**src/rtl/imm_gen_stage_pkg.sv**
```systemverilog
// Shared opcode and immediate-format definitions for the immediate
// generation stage and any decoder that reuses imm_decode.
package imm_gen_stage_pkg;

  localparam logic [6:0] OPC_LOAD      = 7'b0000011;
  localparam logic [6:0] OPC_STORE     = 7'b0100011;
  localparam logic [6:0] OPC_BRANCH    = 7'b1100011;
  localparam logic [6:0] OPC_JAL       = 7'b1101111;
  localparam logic [6:0] OPC_JALR      = 7'b1100111;
  localparam logic [6:0] OPC_LUI       = 7'b0110111;
  localparam logic [6:0] OPC_AUIPC     = 7'b0010111;
  localparam logic [6:0] OPC_OP_IMM    = 7'b0010011;
  localparam logic [6:0] OPC_OP_IMM_32 = 7'b0011011;
  localparam logic [6:0] OPC_OP        = 7'b0110011;
  localparam logic [6:0] OPC_OP_32     = 7'b0111011;
  localparam logic [6:0] OPC_SYSTEM    = 7'b1110011;
  localparam logic [6:0] OPC_MISC_MEM  = 7'b0001111;

  typedef enum logic [2:0] {
    FMT_NONE  = 3'd0,
    FMT_I     = 3'd1,
    FMT_S     = 3'd2,
    FMT_B     = 3'd3,
    FMT_U     = 3'd4,
    FMT_J     = 3'd5,
    FMT_SHAMT = 3'd6,
    FMT_CSR   = 3'd7
  } fmt_e;

endpackage

```
**src/rtl/imm_gen_stage_if.sv**
```systemverilog
// Instruction-in / immediate-out handshake bundle of the immediate stage.
// master is the surrounding pipeline (producer + consumer), slave is the stage.
interface imm_gen_stage_if #(
  parameter int XLEN  = 32,
  parameter int TAG_W = 32
);
  logic             in_valid;
  logic             in_ready;
  logic [31:0]      in_instr;
  logic [TAG_W-1:0] in_tag;
  logic             out_valid;
  logic             out_ready;
  logic [XLEN-1:0]  out_imm;
  logic [2:0]       out_fmt;
  logic             out_illegal;
  logic [TAG_W-1:0] out_tag;

  modport master (
    output in_valid, in_instr, in_tag, out_ready,
    input  in_ready, out_valid, out_imm, out_fmt, out_illegal, out_tag
  );

  modport slave (
    input  in_valid, in_instr, in_tag, out_ready,
    output in_ready, out_valid, out_imm, out_fmt, out_illegal, out_tag
  );
endinterface

```
**src/rtl/imm_gen_stage_imm_decode.sv**
```systemverilog
// Combinational RV32/RV64 immediate extractor: instruction word in,
// extended immediate, format code and illegal flag out.
module imm_decode
  import imm_gen_stage_pkg::*;
#(
  parameter int XLEN = 32
) (
  input  logic [31:0]     instr,
  output logic [XLEN-1:0] imm,
  output fmt_e            fmt,
  output logic            illegal
);

  logic [6:0]         opcode;
  logic [2:0]         funct3;
  logic               is_shift;
  logic signed [31:0] raw_i;
  logic signed [31:0] raw_s;
  logic signed [31:0] raw_b;
  logic signed [31:0] raw_j;
  logic signed [31:0] raw_u;

  assign opcode   = instr[6:0];
  assign funct3   = instr[14:12];
  // funct3 001 (SLLI) and 101 (SRLI/SRAI) carry a shift amount, not an immediate
  assign is_shift = (funct3[1:0] == 2'b01);

  assign raw_i = {{20{instr[31]}}, instr[31:20]};
  assign raw_s = {{20{instr[31]}}, instr[31:25], instr[11:7]};
  assign raw_b = {{19{instr[31]}}, instr[31], instr[7], instr[30:25], instr[11:8], 1'b0};
  assign raw_j = {{11{instr[31]}}, instr[31], instr[19:12], instr[20], instr[30:21], 1'b0};
  assign raw_u = {instr[31:12], 12'h000};

  // Widen a 32-bit signed immediate to XLEN by replicating bit 31.
  function automatic logic [XLEN-1:0] sext32(input logic signed [31:0] v);
    logic signed [XLEN-1:0] w;
    w = XLEN'(v);
    return w;
  endfunction

  // Opcode-driven format select; every illegal path leaves imm=0, fmt=NONE.
  always_comb begin
    imm     = '0;
    fmt     = FMT_NONE;
    illegal = 1'b0;
    case (opcode)
      OPC_LOAD, OPC_JALR, OPC_MISC_MEM: begin
        fmt = FMT_I;
        imm = sext32(raw_i);
      end
      OPC_STORE: begin
        fmt = FMT_S;
        imm = sext32(raw_s);
      end
      OPC_BRANCH: begin
        fmt = FMT_B;
        imm = sext32(raw_b);
      end
      OPC_JAL: begin
        fmt = FMT_J;
        imm = sext32(raw_j);
      end
      OPC_LUI, OPC_AUIPC: begin
        fmt = FMT_U;
        imm = sext32(raw_u);
      end
      OPC_OP_IMM: begin
        if (is_shift) begin
          // RV32 has only a 5-bit shamt; bit 25 set would mean shamt >= 32
          if (XLEN == 32 && instr[25]) begin
            illegal = 1'b1;
          end else begin
            fmt = FMT_SHAMT;
            imm = (XLEN == 64) ? XLEN'(instr[25:20]) : XLEN'(instr[24:20]);
          end
        end else begin
          fmt = FMT_I;
          imm = sext32(raw_i);
        end
      end
      OPC_OP_IMM_32: begin
        if (XLEN != 64) begin
          illegal = 1'b1;
        end else if (is_shift) begin
          // word shifts are 5-bit even on RV64
          if (instr[25]) begin
            illegal = 1'b1;
          end else begin
            fmt = FMT_SHAMT;
            imm = XLEN'(instr[24:20]);
          end
        end else begin
          fmt = FMT_I;
          imm = sext32(raw_i);
        end
      end
      OPC_SYSTEM: begin
        if (funct3[2]) begin
          fmt = FMT_CSR;
          imm = XLEN'(instr[19:15]);
        end else begin
          fmt = FMT_I;
          imm = sext32(raw_i);
        end
      end
      OPC_OP: begin
        // register-register: legal, no immediate
      end
      OPC_OP_32: begin
        if (XLEN != 64) illegal = 1'b1;
      end
      default: begin
        illegal = 1'b1;
      end
    endcase
  end

endmodule

```
**src/rtl/imm_gen_stage.sv**
```systemverilog
// Registered immediate-generation stage: decodes one instruction per cycle,
// presents the result through a main register backed by one skid entry,
// and keeps a saturating count of illegal instructions handed downstream.
module imm_gen_stage
  import imm_gen_stage_pkg::*;
#(
  parameter int XLEN  = 32,
  parameter int TAG_W = 32,
  parameter int CNT_W = 16
) (
  input  logic             clk,
  input  logic             reset,
  input  logic             flush,
  input  logic             clr_count,
  imm_gen_stage_if.slave   bus,
  output logic [CNT_W-1:0] illegal_count
);

  // ---- p0: combinational decode of the presented instruction ----
  logic [XLEN-1:0] imm_p0;
  fmt_e            fmt_p0;
  logic            ill_p0;

  imm_decode #(.XLEN(XLEN)) u_dec (
    .instr   (bus.in_instr),
    .imm     (imm_p0),
    .fmt     (fmt_p0),
    .illegal (ill_p0)
  );

  // ---- p1: main output register and skid overflow entry ----
  logic             vld_p1;
  logic [XLEN-1:0]  imm_p1;
  fmt_e             fmt_p1;
  logic             ill_p1;
  logic [TAG_W-1:0] tag_p1;

  logic             sk_vld_p1;
  logic [XLEN-1:0]  sk_imm_p1;
  fmt_e             sk_fmt_p1;
  logic             sk_ill_p1;
  logic [TAG_W-1:0] sk_tag_p1;

  logic             in_ready_w;
  logic             in_fire;
  logic             out_fire;
  logic             main_adv;

  // in_ready comes straight from a flop: accept whenever the skid slot is free
  assign in_ready_w = ~sk_vld_p1;
  assign in_fire    = bus.in_valid & in_ready_w;
  assign out_fire   = vld_p1 & bus.out_ready;
  // main may be overwritten when it is empty or being consumed this cycle
  assign main_adv   = ~vld_p1 | bus.out_ready;

  function automatic logic [CNT_W-1:0] sat_inc(input logic [CNT_W-1:0] c);
    return (&c) ? c : c + CNT_W'(1);
  endfunction

  // Main register: refill from skid first to preserve order, else from input.
  always_ff @(posedge clk or posedge reset) begin
    if (reset) begin
      vld_p1 <= 1'b0;
      imm_p1 <= '0;
      fmt_p1 <= FMT_NONE;
      ill_p1 <= 1'b0;
      tag_p1 <= '0;
    end else if (flush) begin
      vld_p1 <= 1'b0;
    end else if (main_adv) begin
      if (sk_vld_p1) begin
        vld_p1 <= 1'b1;
        imm_p1 <= sk_imm_p1;
        fmt_p1 <= sk_fmt_p1;
        ill_p1 <= sk_ill_p1;
        tag_p1 <= sk_tag_p1;
      end else begin
        vld_p1 <= in_fire;
        if (in_fire) begin
          imm_p1 <= imm_p0;
          fmt_p1 <= fmt_p0;
          ill_p1 <= ill_p0;
          tag_p1 <= bus.in_tag;
        end
      end
    end
  end

  // Skid register: catches the one input accepted while main is stalled.
  always_ff @(posedge clk or posedge reset) begin
    if (reset) begin
      sk_vld_p1 <= 1'b0;
      sk_imm_p1 <= '0;
      sk_fmt_p1 <= FMT_NONE;
      sk_ill_p1 <= 1'b0;
      sk_tag_p1 <= '0;
    end else if (flush) begin
      sk_vld_p1 <= 1'b0;
    end else if (!main_adv) begin
      if (in_fire) begin
        sk_vld_p1 <= 1'b1;
        sk_imm_p1 <= imm_p0;
        sk_fmt_p1 <= fmt_p0;
        sk_ill_p1 <= ill_p0;
        sk_tag_p1 <= bus.in_tag;
      end
    end else begin
      sk_vld_p1 <= 1'b0;
    end
  end

  // Illegal counter: clear wins over a counted handshake in the same cycle.
  always_ff @(posedge clk or posedge reset) begin
    if (reset) begin
      illegal_count <= '0;
    end else if (clr_count) begin
      illegal_count <= '0;
    end else if (out_fire && ill_p1) begin
      illegal_count <= sat_inc(illegal_count);
    end
  end

  assign bus.in_ready    = in_ready_w;
  assign bus.out_valid   = vld_p1;
  assign bus.out_imm     = imm_p1;
  assign bus.out_fmt     = fmt_p1;
  assign bus.out_illegal = ill_p1;
  assign bus.out_tag     = tag_p1;

endmodule

```
**src/flat_wrapper.sv**
```systemverilog
// flat-port wrapper written by rule: the top's interface ports become plain ports
module imm_gen_stage_flat import imm_gen_stage_pkg::*;
#(
  parameter int XLEN  = 32,
  parameter int TAG_W = 32,
  parameter int CNT_W = 16
)
  (clk, reset, flush, clr_count, illegal_count, bus_in_valid, bus_in_instr, bus_in_tag, bus_out_ready, bus_in_ready, bus_out_valid, bus_out_imm, bus_out_fmt, bus_out_illegal, bus_out_tag);
  imm_gen_stage_if #(.XLEN(XLEN), .TAG_W(TAG_W)) bus_i ();
  input  logic clk;
  input  logic reset;
  input  logic flush;
  input  logic clr_count;
  output logic [CNT_W-1:0] illegal_count;
  input wire logic [$bits(bus_i.in_valid)-1:0] bus_in_valid;
  input wire logic [$bits(bus_i.in_instr)-1:0] bus_in_instr;
  input wire logic [$bits(bus_i.in_tag)-1:0] bus_in_tag;
  input wire logic [$bits(bus_i.out_ready)-1:0] bus_out_ready;
  output wire logic [$bits(bus_i.in_ready)-1:0] bus_in_ready;
  output wire logic [$bits(bus_i.out_valid)-1:0] bus_out_valid;
  output wire logic [$bits(bus_i.out_imm)-1:0] bus_out_imm;
  output wire logic [$bits(bus_i.out_fmt)-1:0] bus_out_fmt;
  output wire logic [$bits(bus_i.out_illegal)-1:0] bus_out_illegal;
  output wire logic [$bits(bus_i.out_tag)-1:0] bus_out_tag;
  assign bus_i.in_valid = bus_in_valid;
  assign bus_i.in_instr = bus_in_instr;
  assign bus_i.in_tag = bus_in_tag;
  assign bus_i.out_ready = bus_out_ready;
  assign bus_in_ready = bus_i.in_ready;
  assign bus_out_valid = bus_i.out_valid;
  assign bus_out_imm = bus_i.out_imm;
  assign bus_out_fmt = bus_i.out_fmt;
  assign bus_out_illegal = bus_i.out_illegal;
  assign bus_out_tag = bus_i.out_tag;
  imm_gen_stage #(.XLEN(XLEN), .TAG_W(TAG_W), .CNT_W(CNT_W)) u_core (.clk(clk), .reset(reset), .flush(flush), .clr_count(clr_count), .bus(bus_i), .illegal_count(illegal_count));
endmodule
```
**config.mk**
```make
export PLATFORM = sky130hd
export DESIGN_NAME = imm_gen_stage_flat
export DESIGN_NICKNAME = d
export VERILOG_FILES = /design/src/rtl/imm_gen_stage_pkg.sv /design/src/rtl/imm_gen_stage_if.sv /design/src/rtl/imm_gen_stage_imm_decode.sv /design/src/rtl/imm_gen_stage.sv /design/src/flat_wrapper.sv
export SDC_FILE = /design/constraint.sdc
export NUM_CORES = 1
export LEC_CHECK = 0
export ABC_AREA = 1
export CAP_MARGIN = 20
export CORE_MARGIN = 10
export CORE_UTILIZATION = 55
export DETAILED_ROUTE_END_ITERATION = 12
export GPL_TIMING_DRIVEN = 0
export PLACE_DENSITY = 0.92
export SKIP_LAST_GASP = 1
export SLEW_MARGIN = 20
export SYNTH_ARGS = -nofsm -noshare
export SYNTH_HDL_FRONTEND = slang
export SYNTH_SLANG_ARGS = --single-unit
```
**constraint.sdc**
```tcl
create_clock -name clk -period 12 [get_ports clk]
set_input_delay 1.2 -clock clk [delete_from_list [all_inputs] [get_ports clk]]
set_output_delay 1.2 -clock clk [all_outputs]
set_load 0.05 [all_outputs]
```
==> key figures <==
Outcome
  • Status: finished clean

Layout
  • Storage cell area: 3850 um2
  • Multi-input gate area: 3610 um2
  • Fin nets: 1389
  • Util after Layout: between 70% and 80%
  • Most common cell after layout, fill and taps aside: nand2_1
  • Number of diodes: 0
  • Layout cells sized above 1: 4.89%
  • Fillers: 1130
  • Commonest non-fill, non-tap cells in the layout: nand2_1, clkdlybuf4s50_1, dfrtp_1
  • Synthesis-to-layout area growth: 29.5%
  • Layout Cells excl Fill: between 1500 and 2000

Clock tree
  • Clk pin slew, worst setup/hold paths: 0.06 ns
  • Worst skew pair latency: 0.42 ns
  • Hold_buf cts: 0
  • CTS Buf Count: 17
  • # resized after CTS: 0
  • H-tree levels: 4
  • Clock sinks: roughly 150
  • CTS tree: built
  • Post-CTS setup repair buffer count: 0
  • Clk root buf: clkbuf_16
  • Clock Path Buffers: 2

Setup path
  • Crit path DAT: 2.99 ns
  • CP bufs+invs: 5
  • Crit-path cells: buf_2 > inv_1 > clkbuf_1 > clkbuf_1 > clkdlybuf4s50_1
  • Worst path required time: ~11 ns
  • Crit path top cell by count: clkbuf_1
  • CP peak stage delay: 0.91 ns
  • Crit path capture type: primary output
  • CP top delay family: buffers and inverters
  • CP Max Fanout: 10
  • Setup CP Type: flip-flop to primary output
  • Slowest cell on crit path: clkdlybuf4s50_1
  • CP Launch Type: flip-flop

Timing
  • Max_slew headroom: 27.6%
  • Final hold viol count: 0
  • Max Clock Freq: 239 MHz
  • Worst Skew: 0.00942 ns
  • Sum of negative setup slack: 0 ns
  • Final setup fails: 0
  • Worst Max-Slew Pin Slew: 1.08 ns
  • Min Tclk post-route: ~4.2 ns
  • Final WS setup: 7.81 ns
  • RSZ-0062 raised after global routing: false
  • Part of the cycle the worst path needs: around a third
  • Max-slew violations: 0

Yosys
  • Dominant cell type by area after synthesis: dfrtp_1
  • Mean Syn Cell Area: 7.11 um2
  • YS warnings: 0
  • #FFs+latches synth: around 150
  • Top area cells in the synthesized netlist: dfrtp_1, nand2_1, o21ai_0
  • Synthesized instance count: between 1000 and 1500
  • Synth unique cells: 26
  • Post-synth top area share: 47.4%
  • Mapped cell area: between 8000 and 9000 um2
  • Register area share after synthesis: 47.4%
  • Syn_nets: 1215

Die
  • Height of the die: 142 um
  • Cell Rows: between 40 and 50
  • Core Footprint: 14500 um2
  • Die X: 142 um
  • Initial Util: 56.0%
  • I/O pin total: 156
  • Die ar.: approximately 20000 um2

Hold path
  • Tightest Hold Check Type: flip-flop to flip-flop

Placement
  • Routability cong.: 0.946
  • Port Buffers: ~150
  • Inst Count DP: 1483
  • Post-detail-place hpwl: 18700 um
  • Place WS: roughly 8.3 ns

GRT
  • Tot GR Track Use: 25.4%
  • Pin count of the biggest net entering global routing: 88
  • First-pass GRT wire length: 41900 um
  • Initial antenna violation count: 0
  • Vias in the first global route: about 8300
  • GRT overflow: 0

Run
  • Max Cap Viol: 0

Power
  • Worst vdd ir: 0.0988 mV
  • Power per Cell Area: 148 nW/um2
  • Total power: 0.00156 W
  • Leak: 5.33 nW

Drt
  • Via count: 8723
  • Routed Antenna Nets: 0
  • # DRC: 0
  • Total Wirelength: about 26000 um
  • Drt pass-1 iters: 5
  • Starting DRC count in detailed routing: approximately 900
  • WL/cell: 17.1 um
  • Drt via density: a little under 6
report_power, final:
part           switching, W  internal [W]  total [W]
sequential        0.0000463      0.000608   0.000655
clock              0.000213      0.000332   0.000545
combinational      0.000238      0.000126   0.000364
total              0.000497       0.00107    0.00156
synth_stat cells:
| library cell | count |
|---|---|
| a21oi_1 | 18 |
| dfrtp_1 | 154 |
| a21boi_0 | 1 |
| nor2_2 | 1 |
| nor3_4 | 1 |
| nand2_1 | 344 |
| inv_1 | 104 |
| buf_1 | 7 |
| nor3_2 | 1 |
| buf_4 | 1 |
| clkbuf_1 | 36 |
| o21ai_0 | 109 |
| a31oi_1 | 23 |
| nor2_1 | 142 |
| nor3_1 | 6 |
| xnor2_1 | 2 |
| a21oi_4 | 1 |
| ha_1 | 1 |
| or2_1 | 1 |
| xor2_1 | 2 |
| buf_2 | 21 |
| inv_2 | 1 |
| or2_2 | 8 |
| o21ai_1 | 32 |
| nand3_1 | 108 |
| nand4_1 | 19 |
logic make-up (layout without fill, tap and decap cells):
logic type | count (synthesis) | count (layout) | share of synthesized area, %
compound gates | 184 | 184 | 11.8
simple gates | 631 | 631 | 32.0
fa+ha+maj | 1 | 1 | 0.154
flops | 154 | 154 | 47.4
xor+xnor | 4 | 4 | 0.431
buf+inv | 170 | 356 | 8.21
sequential cells by signal (all words and copies together), names as in the netlist:
signal and count:
u_core.bus.out_illegal 1, u_core.illegal_count 16, u_core.sk_ill_p1 1, u_core.sk_fmt_p1 3, u_core.sk_imm_p1 32, u_core.sk_vld_p1 1, u_core.sk_tag_p1 32, u_core.bus.out_fmt 3
u_core.bus.out_valid 1, u_core.bus.out_tag 32, u_core.bus.out_imm 32
cell type report:
cell class / count / area share (%)
repair buffers: 155 / 14.9
inverters: 105 / 3.81
clock buffers: 21 / 4.28
well taps: 184 / 2.19
multi-input cells: 820 / 34.3
plain buffers: 65 / 2.60
flip-flops and latches: 154 / 36.6
clock inverters: 10 / 1.37
final timing paths:
kind                                             start                  endpoint  slack (ns)  cells after the start
worst min register to register  u_core.bus.out_imm[30]    u_core.bus.out_imm[30]        0.48                      2
max in group asynchronous                        reset    u_core.bus.out_tag[28]        9.96                      3
min in group asynchronous                        reset  u_core.illegal_count[13]        1.23                      2
worst max register to register        u_core.sk_vld_p1     u_core.bus.out_imm[2]        9.83                      7
worst max-delay path                  u_core.sk_vld_p1              bus_in_ready        7.81                      5
worst min-delay path            u_core.bus.out_imm[30]    u_core.bus.out_imm[30]        0.48                      2
metal layers:
metal	GRT usage, %	wire length, um	share of wire, %	vias to the layer above
li1	-	-	-	4017
met1	32.7	10500	40	4139
met2	40.5	12300	48	496
met3	6.54	2450	9.4	71
met4	8.71	682	2.6	0
met5	0	0	0	-
tightest hold or removal path, delay by kind of cell, from the launching register on:
kind | cells | cell delay [ns]
DFF | 1 | 0.34
and+or+nand+nor | 2 | 0.10
metrics by stage:
step                cell area, um2  hold WS [ns]
CTS                          10500         0.482
global route                 10500         0.487
floorplan                     8140         0.449
finish                       10500         0.478
detailed placement            9940         0.464
global placement              9910         0.463
Note: power is estimated with default switching activity, not from simulation.
